[src/rtl/request_unit_pkg.sv]
// request_unit_pkg: shared types for the fetch/data request sequencer
package request_unit_pkg;
  typedef enum logic [1:0] {FETCH, DATA, HALTED} reqstate_t;
  function automatic logic is_mem(input logic rd, input logic wr);
    return rd | wr;
  endfunction
endpackage

[src/rtl/sat_counter.sv]
// sat_counter: up counter with enable and sync clear that sticks at all-ones
module sat_counter #(
  parameter int W = 16
) (
  input  logic         clk,
  input  logic         rst,
  input  logic         en,
  output logic [W-1:0] count
);
  logic [W-1:0] count_q, count_d;
  always_comb count_d = rst ? '0 : (en && count_q != '1) ? count_q + 1'b1 : count_q;
  always_ff @(posedge clk) count_q <= count_d;
  assign count = count_q;
endmodule

[src/rtl/request_unit.sv]
// request_unit: issues fetch/data requests, gates PC advance, tracks halt/err/stalls
module request_unit
  import request_unit_pkg::*;
#(
  parameter int STALL_W = 16
) (
  input  logic               CLK,
  input  logic               RST,
  input  logic               DatRead,
  input  logic               DatWrite,
  input  logic               Halt,
  input  logic               ihit,
  input  logic               dhit,
  output logic               imemREN,
  output logic               dmemREN,
  output logic               dmemWEN,
  output logic               pcEn,
  output logic               halt,
  output logic               err,
  output logic [STALL_W-1:0] stallCount
);
  reqstate_t state_q, state_d;
  logic rd_q, rd_d, wr_q, wr_d, halt_q, halt_d, err_q, err_d, pc_en, stall_en;
  always_comb begin
    state_d = state_q;
    rd_d    = rd_q;
    wr_d    = wr_q;
    halt_d  = halt_q;
    err_d   = err_q;
    pc_en   = 1'b0;
    if (RST) begin
      state_d = FETCH;
      rd_d    = 1'b0;
      wr_d    = 1'b0;
      halt_d  = 1'b0;
      err_d   = 1'b0;
    end else begin
      case (state_q)
        FETCH: if (ihit) begin
          err_d = err_q | (DatRead & DatWrite);
          if (Halt) begin
            state_d = HALTED;
            halt_d  = 1'b1;
          end else if (is_mem(DatRead, DatWrite)) begin
            // a conflicting read+write is carried out as a write
            state_d = DATA;
            rd_d    = DatRead & ~DatWrite;
            wr_d    = DatWrite;
          end else pc_en = 1'b1;
        end
        DATA: if (dhit) begin
          state_d = FETCH;
          rd_d    = 1'b0;
          wr_d    = 1'b0;
          pc_en   = 1'b1;
        end
        HALTED: ;
        default: state_d = FETCH;
      endcase
    end
  end
  always_ff @(posedge CLK) begin
    state_q <= state_d;
    rd_q    <= rd_d;
    wr_q    <= wr_d;
    halt_q  <= halt_d;
    err_q   <= err_d;
  end
  assign imemREN  = ~RST & (state_q == FETCH);
  assign dmemREN  = ~RST & (state_q == DATA) & rd_q;
  assign dmemWEN  = ~RST & (state_q == DATA) & wr_q;
  assign pcEn     = pc_en;
  assign halt     = halt_q;
  assign err      = err_q;
  assign stall_en = ~RST & (((state_q == FETCH) & ~ihit) | ((state_q == DATA) & ~dhit));
  sat_counter #(.W(STALL_W)) u_stall (
    .clk  (CLK),
    .rst  (RST),
    .en   (stall_en),
    .count(stallCount)
  );
endmodule

[config.mk]
export PLATFORM = sky130hd
export DESIGN_NAME = request_unit
export DESIGN_NICKNAME = d
export VERILOG_FILES = /design/src/rtl/request_unit_pkg.sv /design/src/rtl/sat_counter.sv /design/src/rtl/request_unit.sv
export SDC_FILE = /design/constraint.sdc
export NUM_CORES = 1
export LEC_CHECK = 0
export CORE_MARGIN = 1.5
export CORE_UTILIZATION = 40
export DETAILED_ROUTE_END_ITERATION = 8
export PLACE_DENSITY = 0.67
export SKIP_LAST_GASP = 1
export SYNTH_ARGS = -nofsm -noshare
export SYNTH_HDL_FRONTEND = slang
export SYNTH_SLANG_ARGS = --single-unit
[constraint.sdc]
create_clock -name CLK -period 3.9 [get_ports CLK]
set_clock_uncertainty 0.2 [all_clocks]
set_input_delay 0.585 -clock CLK [delete_from_list [all_inputs] [get_ports CLK]]
set_output_delay 0.585 -clock CLK [all_outputs]
set_load 0.05 [all_outputs]
Word-level counts from Yosys, hierarchy flattened
Index checks and enable logic that the tools add are counted.
- $add $sub $neg: 1
- equal/unequal tests: 8
- multiplexer cells: 20
- bitwise gates (word level): 17
- reduce and logical (&&, ||, !) cells: 7
- operator list (kind ; count):
    $add 16x1->16 const B ; 1
    $ne 16x16->1 const B ; 1
    $mux 1 ; 12
    $and 1x1->1 ; 9
    $mux 2 ; 4
    $ne 2x2->1 const B ; 4
    $pmux 1 s2 ; 3
    $pmux 2 s3 ; 1
    $not 1->1 ; 5
    $reduce_and 5->1 ; 1
    $reduce_and 4->1 ; 1
    $ne 3x3->1 const B ; 1
    $or 1x1->1 ; 3
    $reduce_and 3->1 ; 1
    $eq 2x1->1 const B ; 1
    $eq 2x2->1 const B ; 1
    $logic_not 2->1 ; 1
    $reduce_and 2->1 ; 1
    $reduce_bool 2->1 ; 1
    $logic_and 1x1->1 ; 1
- register bits: 22
- input bits: 7
- logic and storage cells: 59

Longest topological paths before layout
Gate-level depths: netlist of the first run.
- depth after elaboration: 6
- gate-level depth with buffers: 6
- depth with buffers taken out: 5

Cells and area by module
Synthesis of the first run repeated with hierarchy kept, for this count alone.
- cells, all modules: 137
- area, all modules: 1187.4 sq um
- modules (own cells, without submodules) (module ; instances ; cells each ; area each (sq um)):
    sat_counter ; 1 ; 99 ; 848.3
    request_unit ; 1 ; 38 ; 339.1

Worst setup path before layout of the first run
OpenSTA, ideal clock, no wires.
- path kind: input -> output
- from: in RST
- to: out imemREN
- arrival: 2.019 ns
- data required time: 3.115 ns
- slack: 1.096 ns
- cell stages on the path: 3
- buffers on the path: 2
- cells stage by stage: clkbuf_1 -> clkbuf_1 -> nor3_1
- word-level cells in the longest chain between the ends: 2
- ends and longest elaborated chain (what ; line ; RTL):
    start, declared ; request_unit.sv:8 ; input logic RST,
    $not 1->1 ; request_unit.sv:69 ; assign imemREN = ~RST & (state_q == FETCH);
    $and 1x1->1 ; request_unit.sv:69 ;
    end, declared ; request_unit.sv:14 ; output logic imemREN,
No other way between the ends.

Worst setup path in the final report of the first run
- from: in DatWrite
- to: out pcEn
- word-level cells in the longest chain between the ends: 6
- ends and longest elaborated chain (what ; line ; RTL):
    start, declared ; request_unit.sv:10 ; input logic DatWrite,
    $or 1x1->1 ; request_unit_pkg.sv:5 ; return rd | wr;
    $mux 1 ; request_unit.sv:44 ; end else if (is_mem(DatRead, DatWrite)) begin
    $mux 1 ; request_unit.sv:41 ; if (Halt) begin
    $mux 1 ; request_unit.sv:39 ; FETCH: if (ihit) begin
    $pmux 1 s2 ; request_unit.sv:38 ; case (state_q)
    $mux 1 ; request_unit.sv:31 ; if (RST) begin
    end, declared ; request_unit.sv:17 ; output logic pcEn,
No other way between the ends.

==> impl_metrics.json, run 1 <==
{
  "status": "finished, final reports clean",
  "cp_num_buf_inv": 2,
  "vdd_ir_drop_max_v": 0.000226,
  "cts_tree": "yes",
  "grt_usage_pct": 17.4,
  "preCtsSetupSlack_ns": 0.729,
  "power_density_nw_per_um2": 287,
  "synth_edf_count": 0,
  "syn_nets": 150,
  "ant_nets": 0,
  "diodes": 0,
  "rr_worst_depth": 5,
  "clkLatencyLatePin_ns": 0.31,
  "crit_fanout": 6,
  "whs_ns": 0.287,
  "wirelength_mm": 2.74,
  "vias": 1156,
  "period_minus_slack_ns": 3.16,
  "die_w_um": 57.5,
  "area_growth_pct": 27.8,
  "synth-seq-cells": 22,
  "criticalPathCategory": "in2out",
  "cts_made_buffers": 3,
  "path_cells": "clkdlybuf4s50_1, nor3_1, a32oi_1, nor2_1, clkdlybuf4s50_1",
  "r2r-end": "u_stall.count[14]",
  "hold_buffers": 0,
  "mostFrequentLayoutCells": "28 x clkdlybuf4s50_1, 22 x dfxtp_1, 13 x nor2_1",
  "root_buffer": "clkbuf_4",
  "tns_ns": 0,
  "start_util_pct": 42.6,
  "grt_pass1_wl_mm": 4.55,
  "fmax_mhz": 317,
  "min-delay-start": "wr_q",
  "wl_per_cell_um": 13.8,
  "ys_seq_area_share_pct": 37.1,
  "core_region_area_um2": 2780,
  "die_h_um": 57.5,
  "antenna_found_initial": 0,
  "startpoint_type": "primary input",
  "critPathCapture": "pcEn",
  "synth.distinct_cells": 36,
  "ys.flop_type": "dfxtp_1",
  "overflow": 0,
  "final_nets": 177,
  "synthArstFlopShare_pct": 0,
  "grt_start_max_net_pins": 21,
  "fin_cells": 199,
  "gp_congestion": 0.806,
  "arrival_ns": 2.37,
  "cp_slowest_cell": "clkdlybuf4s50_1",
  "end_kind": "output port",
  "r2r_slack_ns": 1.44,
  "critical_path.top_delay_family": "buffers and inverters",
  "hpwl_mm": 2.10,
  "fill_cells": 262,
  "drt_drc_violations_left": 0,
  "post_cts_resized": 0,
  "hold_viol": 0,
  "die_area_um2": 3300,
  "report.power.total_mw": 0.436,
  "worst_slack_ns": 0.743,
  "drive_gt1_share_pct": 7.14,
  "place_area_um2": 1480,
  "cts_max_level": 1,
  "port_buffers": 28,
  "crit_start": "DatWrite",
  "grt_pass1_vias": 1029,
  "synth_cells": 142,
  "row_count": 19,
  "path_depth": 5,
  "slew_headroom_pct": 66.2,
  "slew_viol_final": 0,
  "drtPass1Iterations": 4,
  "vias_per_cell": 5.81,
  "period_share_pct": 81.0,
  "syn_area_per_cell_um2": 8.35,
  "fin_area_um2": 1520,
  "synth-warning-count": 0,
  "dp_cells": 195,
  "slowest_delay_ns": 0.81,
  "worstMarginPinSlew_ns": 0.506,
  "final_util_pct": 54.5,
  "first_iter_violations": 24,
  "clkTransAtPathRegs_ns": 0.11,
  "netlist_area_um2": 1190,
  "min_path_type": "reg2reg",
  "cp_common_cell": "clkdlybuf4s50_1",
  "cellLeakagePower_nw": 0.511,
  "cts_num_sinks": 22,
  "io_pins": 29,
  "setup_violations": 0,
  "r2r_start": "u_stall.count[0]",
  "required_ns": 3.12,
  "mostFrequentLayoutCell": "clkdlybuf4s50_1",
  "max-cap-violations": 0,
  "cts_setup_buffers": 0,
  "clockBufferDepth": 2,
  "rsz0062_at_grt": "no"
}
## layer usage
layer,routed length (um),GRT usage (%),vias to the layer above
met3,84,2.04,5
met4,45,8.31,0
li1,-,-,588
met5,0,0,-
met1,1330,23.2,539
met2,1280,27.9,24
## worst reg2reg max path, cell delays in order, from the launching register on
cell and delay [ns]:
dfxtp_1 0.45, ha_1 0.26, nand4_1 0.24, or4_1 0.67, or4_1 0.44, a21oi_1 0.15
## area by class of cell
class / instances / area (um2) / share of cell area (%)
Clock buffer: 4 / 36.3 / 2.39
Inverter: 6 / 22.5 / 1.49
Multi-Input combinational cell: 106 / 683 / 45.0
Sequential cell: 22 / 440 / 29.0
Tap cell: 31 / 38.8 / 2.56
Timing Repair Buffer: 30 / 295 / 19.5
## flip-flops by register name (all words and copies together) (netlist names)
name and flops:
wr_q 1, state_q 2, rd_q 1, err 1, halt 1, u_stall.count 16
## power by group
group / switching (mW) / leakage, nW / internal (mW)
clock: 0.0685 / 0.0210 / 0.0570
sequential: 0.00816 / 0.178 / 0.231
combinational: 0.0439 / 0.311 / 0.0274
## worst min-delay path by stage
stage                end  slack, ns  cells past startpoint
floorplan           wr_q       0.24                      2
global placement    wr_q       0.26                      2
detailed placement  wr_q       0.27                      2
CTS                 wr_q       0.28                      2
global route        wr_q       0.33                      2
finish              wr_q       0.29                      2
## synthesized netlist by cell type, types with 2 or more instances
master / n / area [um2]
nand3_1: 6 / 30.0
mux2_2: 4 / 45.0
nand2_1: 6 / 22.5
clkbuf_1: 5 / 18.8
dfxtp_1: 22 / 440
o211a_1: 2 / 20.0
or4_1: 8 / 60.1
o21ai_0: 2 / 10.0
nor3_1: 8 / 40.0
a21oi_1: 11 / 55.1
nor2b_1: 5 / 31.3
nor2_1: 13 / 48.8
mux2i_1: 3 / 30.0
o41ai_1: 2 / 17.5
nand2b_1: 2 / 12.5
nand4_1: 4 / 25.0
and4_1: 2 / 17.5
o31ai_1: 6 / 45.0
and3_1: 3 / 18.8
inv_1: 6 / 22.5
nor4_1: 4 / 25.0
a211oi_1: 2 / 15.0
or3_1: 3 / 18.8
## cells by family (layout without fill, tap and decap cells)
group	Yosys count	in the layout	synth area share (%)
flip-flops	22	22	37.1
AND/OR/NAND/NOR	67	67	31.9
adder cells (fa/ha/maj)	1	1	1.05
multiplexers	8	8	7.59
buffers and inverters	14	40	5.27
AO/OA/AOI/OAI	30	30	17.1
Note: power is estimated with default switching activity, not from simulation.
==> run 2: changes to the inputs <==
--- a/config.mk
+++ b/config.mk
@@ -8,7 +8,7 @@
 export CORE_MARGIN = 1.5
 export CORE_UTILIZATION = 40
 export DETAILED_ROUTE_END_ITERATION = 8
-export PLACE_DENSITY = 0.67
+export PLACE_DENSITY = 0.69
 export SKIP_LAST_GASP = 1
 export SYNTH_ARGS = -nofsm -noshare
 export SYNTH_HDL_FRONTEND = slang
==> constraint.sdc (replaced) <==
create_clock -name CLK -period 2.8 [get_ports CLK]
set_clock_uncertainty 0.2 [all_clocks]
set_input_delay 0.42 -clock CLK [delete_from_list [all_inputs] [get_ports CLK]]
set_output_delay 0.42 -clock CLK [all_outputs]
set_load 0.05 [all_outputs]
==> impl_metrics.json, run 2 (synthesis results as in run 1) <==
{
  "cts_tree": "yes",
  "dp_cells": 196,
  "setup_violations": 0,
  "whs_ns": 0.282,
  "core_region_area_um2": 2780,
  "vdd_ir_drop_max_v": 0.000278,
  "crit_fanout": 7,
  "place_area_um2": 1500,
  "hold_viol": 0,
  "wl_per_cell_um": 13.8,
  "clkTransAtPathRegs_ns": 0.13,
  "rsz0062_at_grt": "no",
  "cts_setup_buffers": 0,
  "cp_slowest_cell": "or4_1",
  "power.internal_mw": 0.444,
  "worst_slack_ns": 0.295,
  "clkLatencyLatePin_ns": 0.31,
  "fin_area_um2": 1540,
  "max-cap-violations": 0,
  "hpwl_mm": 2.03,
  "period_minus_slack_ns": 2.51,
  "grt_pass1_wl_mm": 4.69,
  "end_kind": "flop",
  "pwr-share-seq_pct": 54.0,
  "mostFrequentLayoutCells": "24 x clkdlybuf4s50_1, 22 x dfxtp_1, 13 x nor2_1",
  "area_growth_pct": 29.7,
  "wirelength_mm": 2.75,
  "fmax_mhz": 399,
  "status": "finished, final reports clean",
  "grt_start_max_net_pins": 19,
  "row_count": 19,
  "mostFrequentLayoutCell": "clkdlybuf4s50_1",
  "cp_common_cell": "or4_1",
  "comb_power_share_pct": 17.2,
  "cts_max_level": 1,
  "die_w_um": 57.5,
  "gp_congestion": 0.888,
  "fin_cells": 200,
  "criticalPathCategory": "reg2reg",
  "required_ns": 2.84,
  "vias_per_cell": 6.06,
  "p_clk_share_pct": 28.7,
  "io_pins": 29,
  "min_path_type": "reg2reg",
  "switchingPower_mw": 0.172,
  "tns_ns": 0,
  "slew_headroom_pct": 66.0,
  "largest_register_ffs": 16,
  "fill_cells": 256,
  "cellLeakagePower_nw": 0.530,
  "slew_viol_final": 0,
  "clockBufferDepth": 2,
  "preCtsSetupSlack_ns": 0.228,
  "die_area_um2": 3300,
  "period_share_pct": 89.5,
  "post_cts_resized": 0,
  "die_h_um": 57.5,
  "ant_nets": 0,
  "antenna_found_initial": 0,
  "drt_drc_violations_left": 0,
  "power_density_nw_per_um2": 400,
  "start_util_pct": 42.6,
  "port_buffers": 28,
  "grt_pass1_vias": 1087,
  "overflow": 0,
  "drtPass1Iterations": 4,
  "final_nets": 178,
  "grt_usage_pct": 17.7,
  "startpoint_type": "flop",
  "diodes": 0,
  "hold_buffers": 0,
  "cts_num_sinks": 22,
  "worstMarginPinSlew_ns": 0.509,
  "root_buffer": "clkbuf_4",
  "first_iter_violations": 49,
  "final_util_pct": 55.3,
  "report.power.total_mw": 0.616,
  "drive_gt1_share_pct": 10.1,
  "cts_made_buffers": 3,
  "arrival_ns": 2.55,
  "p_sw_share_pct": 27.9,
  "vias": 1211,
  "path_cells": "ha_1, nand4_1, or4_1, or4_1, a21oi_1",
  "slowest_delay_ns": 0.66
}
-- run 2: worst max-delay path, delay by kind of cell, from the launching register on --
| kind | cells | cell delay (ns) |
|---|---|---|
| compound gates | 1 | 0.18 |
| flops | 1 | 0.46 |
| fa+ha+maj | 1 | 0.26 |
| simple gates | 3 | 1.33 |
-- run 2: cell type report --
class                           count  area (um2)  area share (%)
Tap cell                           31        38.8            2.52
Multi-Input combinational cell    106         683            44.4
Sequential cell                    22         440            28.6
Clock buffer                        4        36.3            2.36
Inverter                            6        22.5            1.46
Timing Repair Buffer               31         318            20.7
-- run 2: path summary, 6_finish.rpt --
check	cells past startpoint	from	to	slack [ns]
setup / recovery	5	u_stall.count[0]	u_stall.count[14]	0.29
hold / removal	2	wr_q	wr_q	0.28
setup reg to reg	5	u_stall.count[0]	u_stall.count[14]	0.29
hold reg to reg	2	wr_q	wr_q	0.28
-- run 2: metal layers --
metal | global-route usage [%] | share of wire, %
met3 | 5.44 | 5.4
met4 | 4.98 | 0.76
met5 | 0 | 0
met2 | 28.6 | 48
met1 | 22.9 | 46
-- run 2: power groups by stage --
stage | sequential [mW] | clock, mW | combinational, mW
after floorplan | 0.351 | 0 | 0.0539
after global placement | 0.339 | 0 | 0.104
after detailed placement | 0.340 | 0 | 0.105
after CTS | 0.333 | 0.187 | 0.106
after global routing | 0.335 | 0.194 | 0.114
final | 0.333 | 0.177 | 0.106
